**src/rtl/bpi_cmd_executor.sv**
```systemverilog
// rtl/bpi_cmd_executor.sv - BPI sequencer command executor; optional elapsed timer under BPI_TIMER_EN
module bpi_cmd_executor #(
  parameter int          WE_CYC       = 3,
  parameter int          RD_CYC       = 4,
  parameter logic [22:0] CFG_REG_ADDR = 23'h00_F94F
) (
  input  logic        CLK,
  input  logic        RST,
  input  logic [4:0]  command,
  input  logic [22:0] addr_in,
  input  logic [10:0] n_words,
  input  logic [15:0] wr_data,
  input  logic        wr_empty,
  output logic        wr_rden,
  output logic [15:0] rd_data,
  output logic        rd_we,
  output logic        seq_done,
  output logic        busy,
  output logic        cmd_err,
  output logic [31:0] timer,
  output logic [22:0] flash_a,
  output logic [15:0] flash_dq_o,
  input  logic [15:0] flash_dq_i,
  output logic        flash_dq_oe,
  output logic        flash_ce_b,
  output logic        flash_oe_b,
  output logic        flash_we_b,
  output logic        flash_adv_b
);

  typedef enum logic [3:0] {
    S_IDLE, S_DECODE, S_SETUP, S_STROBE, S_HOLD, S_RECOV, S_NEXT, S_DONE, S_WAIT_NOOP
  } state_t;

  localparam logic [1:0] DK_NONE = 2'd0;
  localparam logic [1:0] DK_WR   = 2'd1;
  localparam logic [1:0] DK_RD   = 2'd2;

  state_t      state, state_n;
  logic [4:0]  cmd_q;
  logic [22:0] base, wa;
  logic [1:0]  ncmd, cidx, dk;
  logic [7:0]  c0, c1;
  logic        use_cfg;
  logic [10:0] wcnt;
  logic [7:0]  cnt;

  // decoded cycle list for the latched code
  logic [1:0]  d_ncmd, d_dk;
  logic [7:0]  d_c0, d_c1;
  logic        d_cfg;
  logic [10:0] d_wn, wmax;

  assign wmax = (n_words == 11'd0) ? 11'd1 : n_words;

  // Expand the latched code into command words plus an optional data/read run
  always_comb begin
    d_ncmd = 2'd0; d_c0 = 8'h00; d_c1 = 8'h00; d_cfg = 1'b0; d_dk = DK_NONE; d_wn = 11'd1;
    case (cmd_q)
      5'h01: d_dk = DK_WR;
      5'h02: d_dk = DK_RD;
      5'h03: begin d_dk = DK_WR; d_wn = wmax; end
      5'h04: begin d_dk = DK_RD; d_wn = wmax; end
      5'h05: begin d_ncmd = 2'd1; d_c0 = 8'hFF; end
      5'h06: begin d_ncmd = 2'd1; d_c0 = 8'h70; end
      5'h07: begin d_ncmd = 2'd1; d_c0 = 8'h90; end
      5'h08: begin d_ncmd = 2'd1; d_c0 = 8'h98; end
      5'h09: begin d_ncmd = 2'd1; d_c0 = 8'h50; end
      5'h0A: begin d_ncmd = 2'd2; d_c0 = 8'h20; d_c1 = 8'hD0; end
      5'h0B: begin d_ncmd = 2'd1; d_c0 = 8'h40; d_dk = DK_WR; end
      5'h0C: begin d_ncmd = 2'd1; d_c0 = 8'hE8; end
      5'h0D: begin d_ncmd = 2'd1; d_c0 = 8'(wmax - 11'd1); d_dk = DK_WR; d_wn = wmax; end
      5'h0E: begin d_ncmd = 2'd1; d_c0 = 8'hD0; end
      5'h0F: begin d_ncmd = 2'd1; d_c0 = 8'hB0; end
      5'h10: begin d_ncmd = 2'd1; d_c0 = 8'hD0; end
      5'h11: begin d_ncmd = 2'd1; d_c0 = 8'hC0; d_dk = DK_WR; end
      5'h12: begin d_ncmd = 2'd2; d_c0 = 8'h60; d_c1 = 8'h03; d_cfg = 1'b1; end
      5'h13: begin d_ncmd = 2'd2; d_c0 = 8'h60; d_c1 = 8'h01; end
      5'h14: begin d_ncmd = 2'd2; d_c0 = 8'h60; d_c1 = 8'hD0; end
      5'h15: begin d_ncmd = 2'd2; d_c0 = 8'h60; d_c1 = 8'h2F; end
      5'h16: begin d_ncmd = 2'd2; d_c0 = 8'hBC; d_c1 = 8'hD0; end
      default: ;
    endcase
  end

  // current list entry, taken from the working registers
  logic        cur_cmd, cur_rd, cur_dw, have, ready, d_have, d_ready, strobe_last, adv_ptr;
  logic [22:0] cur_addr;
  logic [15:0] cur_word;
  logic [7:0]  len_m1;

  assign cur_cmd     = (cidx < ncmd);
  assign cur_rd      = !cur_cmd && (dk == DK_RD);
  assign cur_dw      = !cur_cmd && (dk == DK_WR);
  assign have        = cur_cmd || ((dk != DK_NONE) && (wcnt != 11'd0));
  assign ready       = cur_cmd || (dk == DK_RD) || !wr_empty;
  assign d_have      = (d_ncmd != 2'd0) || (d_dk != DK_NONE);
  assign d_ready     = (d_ncmd != 2'd0) || (d_dk == DK_RD) || !wr_empty;
  assign cur_addr    = cur_cmd ? (use_cfg ? CFG_REG_ADDR : base) : wa;
  assign cur_word    = cur_cmd ? {8'h00, (cidx == 2'd0) ? c0 : c1} : wr_data;
  assign len_m1      = cur_rd ? 8'(RD_CYC - 1) : 8'(WE_CYC - 1);
  assign strobe_last = (cnt == len_m1);
  // the list pointer moves as the bus cycle enters RECOV
  assign adv_ptr     = (state == S_HOLD) || (state == S_STROBE && cur_rd && strobe_last);

  // State register
  always_ff @(posedge CLK or posedge RST) begin
    if (RST) state <= S_IDLE;
    else     state <= state_n;
  end

  // Next state and bus strobes; every output here falls to idle when state resets
  always_comb begin
    state_n = state; busy = 1'b1; seq_done = 1'b0; wr_rden = 1'b0;
    flash_ce_b = 1'b1; flash_oe_b = 1'b1; flash_we_b = 1'b1; flash_adv_b = 1'b1;
    flash_dq_oe = 1'b0; flash_a = 23'd0; flash_dq_o = 16'd0;
    case (state)
      S_IDLE: begin
        busy = 1'b0;
        if (command != 5'd0) state_n = S_DECODE;
      end
      S_DECODE: state_n = !d_have ? S_DONE : (d_ready ? S_SETUP : S_NEXT);
      S_SETUP: begin
        flash_ce_b = 1'b0; flash_adv_b = 1'b0; flash_a = cur_addr;
        if (!cur_rd) begin flash_dq_oe = 1'b1; flash_dq_o = cur_word; end
        state_n = S_STROBE;
      end
      S_STROBE: begin
        flash_ce_b = 1'b0; flash_a = cur_addr;
        if (cur_rd) begin
          flash_oe_b = 1'b0;
          if (strobe_last) state_n = S_RECOV;
        end else begin
          flash_we_b = 1'b0; flash_dq_oe = 1'b1; flash_dq_o = cur_word;
          if (strobe_last) state_n = S_HOLD;
        end
      end
      S_HOLD: begin
        flash_ce_b = 1'b0; flash_a = cur_addr; flash_dq_oe = 1'b1; flash_dq_o = cur_word;
        wr_rden = cur_dw;
        state_n = S_RECOV;
      end
      S_RECOV, S_NEXT: state_n = !have ? S_DONE : (ready ? S_SETUP : S_NEXT);
      S_DONE: begin
        seq_done = 1'b1;
        state_n = S_WAIT_NOOP;
      end
      S_WAIT_NOOP: begin
        busy = 1'b0;
        if (command == 5'd0) state_n = S_IDLE;
      end
      default: state_n = S_IDLE;
    endcase
  end

  // Code latch, list registers, address pointers, read capture and error flag
  always_ff @(posedge CLK or posedge RST) begin
    if (RST) begin
      cmd_q <= 5'd0; base <= 23'd0; wa <= 23'd0; ncmd <= 2'd0; cidx <= 2'd0;
      dk <= DK_NONE; c0 <= 8'd0; c1 <= 8'd0; use_cfg <= 1'b0; wcnt <= 11'd0;
      cnt <= 8'd0; rd_data <= 16'd0; rd_we <= 1'b0; cmd_err <= 1'b0;
    end else begin
      rd_we <= 1'b0;
      if (state == S_IDLE && command != 5'd0) cmd_q <= command;
      if (state == S_DECODE) begin
        ncmd <= d_ncmd; cidx <= 2'd0; c0 <= d_c0; c1 <= d_c1; use_cfg <= d_cfg;
        dk <= d_dk; wcnt <= d_wn; wa <= base;
        case (cmd_q)
          5'h17: base <= addr_in;
          5'h1C: cmd_err <= 1'b0;
          5'h18, 5'h1D, 5'h1E, 5'h1F: cmd_err <= 1'b1;
          default: ;
        endcase
      end
      if (state == S_SETUP) cnt <= 8'd0;
      if (state == S_STROBE) cnt <= cnt + 8'd1;
      if (state == S_STROBE && cur_rd && strobe_last) begin
        rd_data <= flash_dq_i;
        rd_we   <= 1'b1;
      end
      if (adv_ptr) begin
        if (cur_cmd) cidx <= cidx + 2'd1;
        else begin
          wcnt <= wcnt - 11'd1;
          wa   <= wa + 23'd1;
        end
      end
    end
  end

`ifdef BPI_TIMER_EN
  logic        timer_run;
  logic [31:0] timer_q;

  // Saturating elapsed-cycle timer controlled by codes 19 (start), 1A (stop), 1B (clear)
  always_ff @(posedge CLK or posedge RST) begin
    if (RST) begin
      timer_run <= 1'b0;
      timer_q   <= 32'd0;
    end else begin
      if (timer_run && timer_q != 32'hFFFF_FFFF) timer_q <= timer_q + 32'd1;
      if (state == S_DECODE) begin
        case (cmd_q)
          5'h19: timer_run <= 1'b1;
          5'h1A: timer_run <= 1'b0;
          5'h1B: timer_q   <= 32'd0;
          default: ;
        endcase
      end
    end
  end
  assign timer = timer_q;
`else
  assign timer = 32'd0;
`endif

endmodule

```
**config.mk**
```make
export PLATFORM = sky130hd
export DESIGN_NAME = bpi_cmd_executor
export DESIGN_NICKNAME = d
export VERILOG_FILES = /design/src/rtl/bpi_cmd_executor.sv
export SDC_FILE = /design/constraint.sdc
export NUM_CORES = 1
export LEC_CHECK = 0
export BUFFER_PORTS_ARGS = -buffer_cell sky130_fd_sc_hd__buf_2
export CORE_UTILIZATION = 55
export CTS_BUF_LIST = sky130_fd_sc_hd__clkbuf_8
export CTS_CLUSTER_DIAMETER = 60
export CTS_CLUSTER_SIZE = 8
export DETAILED_ROUTE_END_ITERATION = 16
export GPL_TIMING_DRIVEN = 0
export PLACE_DENSITY = 0.86
export SYNTH_ARGS = -nofsm -noshare
export SYNTH_HDL_FRONTEND = slang
export SYNTH_SLANG_ARGS = --single-unit
export TNS_END_PERCENT = 20
```
**constraint.sdc**
```tcl
create_clock -name CLK -period 3.6 [get_ports CLK]
set_input_delay 0.36 -clock CLK [delete_from_list [all_inputs] [get_ports CLK]]
set_output_delay 0.36 -clock CLK [all_outputs]
set_load 0.05 [all_outputs]
```
==> metrics.cfg <==
[place]
place_area_sq_um=7900
placed_cells_incl_taps=1125
hpwl_um=15080
place_congestion=0.9709
port_buffers=137

[synth]
yosysTopAreaCellShare=0.4050
synth_compound_area_frac=0.1896
ys_seq_area_frac=0.4050
synthMuxAreaShare=0.04361
ys_async_sr_fraction=1.000
synth_common_cells=nand2_1, dfrtp_1, nor2_1
ys_ff_latch=111
synth-edff-count=0
synth_top_family_by_area=simple AND/OR/NAND/NOR gates
synth_adder_area_share=0.01095
syn_area_per_cell_sq_um=8.703
synth_xor_area_frac=0.01149
synth_most_common_cell=nand2_1
syn_inst=788
syn-cell-area_sq_um=6858
synth_area_leaders=dfrtp_1, nand2_1, buf_4
synth_top_area_cell=dfrtp_1
ys.flop_type=dfrtp_1
yosys.area_share.simple=0.2591
yosysWarnings=0
synth_cell_types=80

[global_routing]
grt_max_degree=62
antenna_found_initial=0
grtUsageTotal=0.3268
first_global_vias=6300
grt_pass1_wl_um=32340
globalRouteOverflowTotal=0

[floorplan]
die_area_sq_um=12920
die_w_um=113.7
fp-row-count=40
fp.dieH_um=113.7
io_pins=171
core-area_sq_um=12060
start_util=0.5686

[critical_path]
cp_top_family=buffers and inverters
endpoint_kind=output port
cp_data_arrival_time_ns=2.99
reg2reg_from=state[3]
startpoint=cidx[1]
crit_fanout=10
cp_common_cell=buf_2
cp-start-kind=flop
cp_data_required_time_ns=3.24
crit_chain=ha_1 > a21oi_1 > buf_2 > buf_1 > nor2_1 > nor3_1 > buf_2
path_class=flop to output port
cpMaxStageDelayCell=buf_1
path_buf_inv=3
slowest_delay_ns=0.56

[power_and_ir_drop]
p_clk_frac=0.109
total_power_mw=7.993
pwr-share-seq=0.264
internal_power_mw=3.537
sw_frac_of_total=0.5575
combPwrFrac=0.627
power_density_nw_per_um2=983.1
ir_drop_mv=0.5205
p_leak_nw=3.806
p_switching_mw=4.456

[clock_network]
cts.clk_slew.worst_paths_ns=0.12
clk_latency_ns=0.41
clockBufferDepth=2
cts.sinks=111
cts_resized=0
htree_levels=3
cts_setup_buffers=0
cts_hold_buf=0
ctsRootBufferMaster=clkbuf_8
cts_buffers=9
cts_tree=built

[timing]
worst_slew_pin_slew_ns=1.043
rsz0062_at_grt=no
setup_viol=0
hold_viol=0
fmax_mhz=298.5
finalCritPeriodShare=0.9306
fin_skew_ns=0.02232
drv_slew=0
fin_crit_ns=3.350
slew_headroom=0.2980

[detailed_routing]
drtIter0Drc=696
postRouteAntennaNets=0
post_drt_wl_per_cell_um=17.89
viasPerCell=5.938
first_pass_iters=5
vias=6775
wl_um=20410
drc=0

[finish]
drive_gt1_frac=0.2610
layout.cells.non_filler=1141
nFillCells=1021
postLayoutCellArea_sq_um=8130
nets=1048
syn2layout_area_growth_pct=18.56
diodes=0
fin_util=0.6741

[status]
outcome=complete, no violations

[worst_hold_path]
hold_path.class=input pin to asynchronous set/reset pin

[run]
cap_viol_max_count=0

placed cells by master (no fill, tap or decap), types with 5 or more instances in the layout:
| master | synthesis | final |
|---|---|---|
| o31ai_1 | 6 | 6 |
| mux2_2 | 23 | 23 |
| nand2_1 | 123 | 123 |
| inv_1 | 18 | 18 |
| nand3b_1 | 12 | 12 |
| o21ai_0 | 23 | 23 |
| buf_4 | 39 | 39 |
| buf_2 | 11 | 148 |
| a22o_1 | 9 | 9 |
| dfrtp_1 | 111 | 111 |
| conb_1 | 1 | 32 |
| clkbuf_8 | 0 | 10 |
| a31oi_1 | 8 | 8 |
| a211oi_1 | 15 | 15 |
| a22oi_1 | 5 | 5 |
| nor2b_1 | 9 | 9 |
| a311oi_1 | 5 | 5 |
| xnor2_1 | 6 | 6 |
| o21ai_1 | 10 | 10 |
| and4_1 | 8 | 8 |
| buf_1 | 5 | 5 |
| and3_1 | 20 | 20 |
| a21oi_1 | 44 | 44 |
| nand3_1 | 13 | 13 |
| clkbuf_1 | 26 | 26 |
| ha_1 | 6 | 6 |
| o21a_1 | 6 | 6 |
| o22ai_1 | 7 | 7 |
| nor2_1 | 72 | 72 |
| nor3_1 | 41 | 41 |
| a21o_1 | 5 | 5 |
| nor4_1 | 9 | 9 |
layout make-up:
type / count / area, sq um / area share
Multi-Input combinational cell: 607 / 3650 / 0.4489
Sequential cell: 111 / 2778 / 0.3416
Timing Repair Buffer: 138 / 713.2 / 0.08772
Buffer: 82 / 475.5 / 0.05848
Tap cell: 168 / 210.2 / 0.02585
Clock buffer: 10 / 137.6 / 0.01693
Clock inverter: 6 / 92.59 / 0.01139
Inverter: 19 / 73.82 / 0.009080
metrics by stage:
stage / setup slack (ns) / setup TNS (ns) / hold slack, ns
after floorplan: 0.3093 / 0 / 0.4407
after global placement: -1.030 / -113.45 / 0.4469
after detailed placement: 0.6932 / 0 / 0.4538
after CTS: 0.2248 / 0 / 0.06508
after global routing: 0.04723 / 0 / 0.1032
final: 0.2497 / 0 / 0.04529
flip-flops by register name, summed over array words and instances, names as in the netlist, 2 cells and up:
register,count
cnt,8
cmd_q,5
base,23
state,4
wcnt,11
rd_data,16
cidx,2
wa,23
ncmd,2
dk,2
c0,8
c1,4
power by group through the flow:
| stage | registers [mW] | logic (mW) | clock network, mW |
|---|---|---|---|
| 6_report | 2.11 | 5.01 | 0.871 |
| 5_1_grt | 2.16 | 5.37 | 0.918 |
| 4_1_cts | 2.09 | 4.96 | 0.875 |
| 3_5_place_dp | 2.11 | 4.95 | 0 |
| 3_3_place_gp | 2.09 | 4.87 | 0 |
| 2_1_floorplan | 2.08 | 3.69 | 0 |
per-layer routing:
metal	GRT usage	wire (um)	part of all wire	vias to the layer above
met5	0	0	0	-
met4	0.1211	434	0.021	0
met3	0.07758	1880	0.092	43
met2	0.5276	9746	0.48	368
met1	0.4288	8349	0.41	3222
li1	-	-	-	3142
cell families after synthesis:
group                    Yosys count
AO/OA/AOI/OAI                    187
XOR/XNOR                           9
adder cells (fa/ha/maj)            6
buffers and inverters            101
flip-flops                       111
multiplexers                      27
other                              1
AND/OR/NAND/NOR                  346
path summary, 6_finish.rpt:
kind / end / slack, ns / cells past startpoint
worst max-delay path: flash_dq_o[2] / 0.25 / 7
worst min-delay path: base[13] / 0.05 / 2
worst max register to register: base[18] / 0.92 / 5
worst min register to register: rd_data[10] / 0.47 / 2
max in group asynchronous: wcnt[8] / 2.82 / 3
min in group CLK: rd_data[12] / 0.15 / 3
Note: power is estimated with default switching activity, not from simulation.
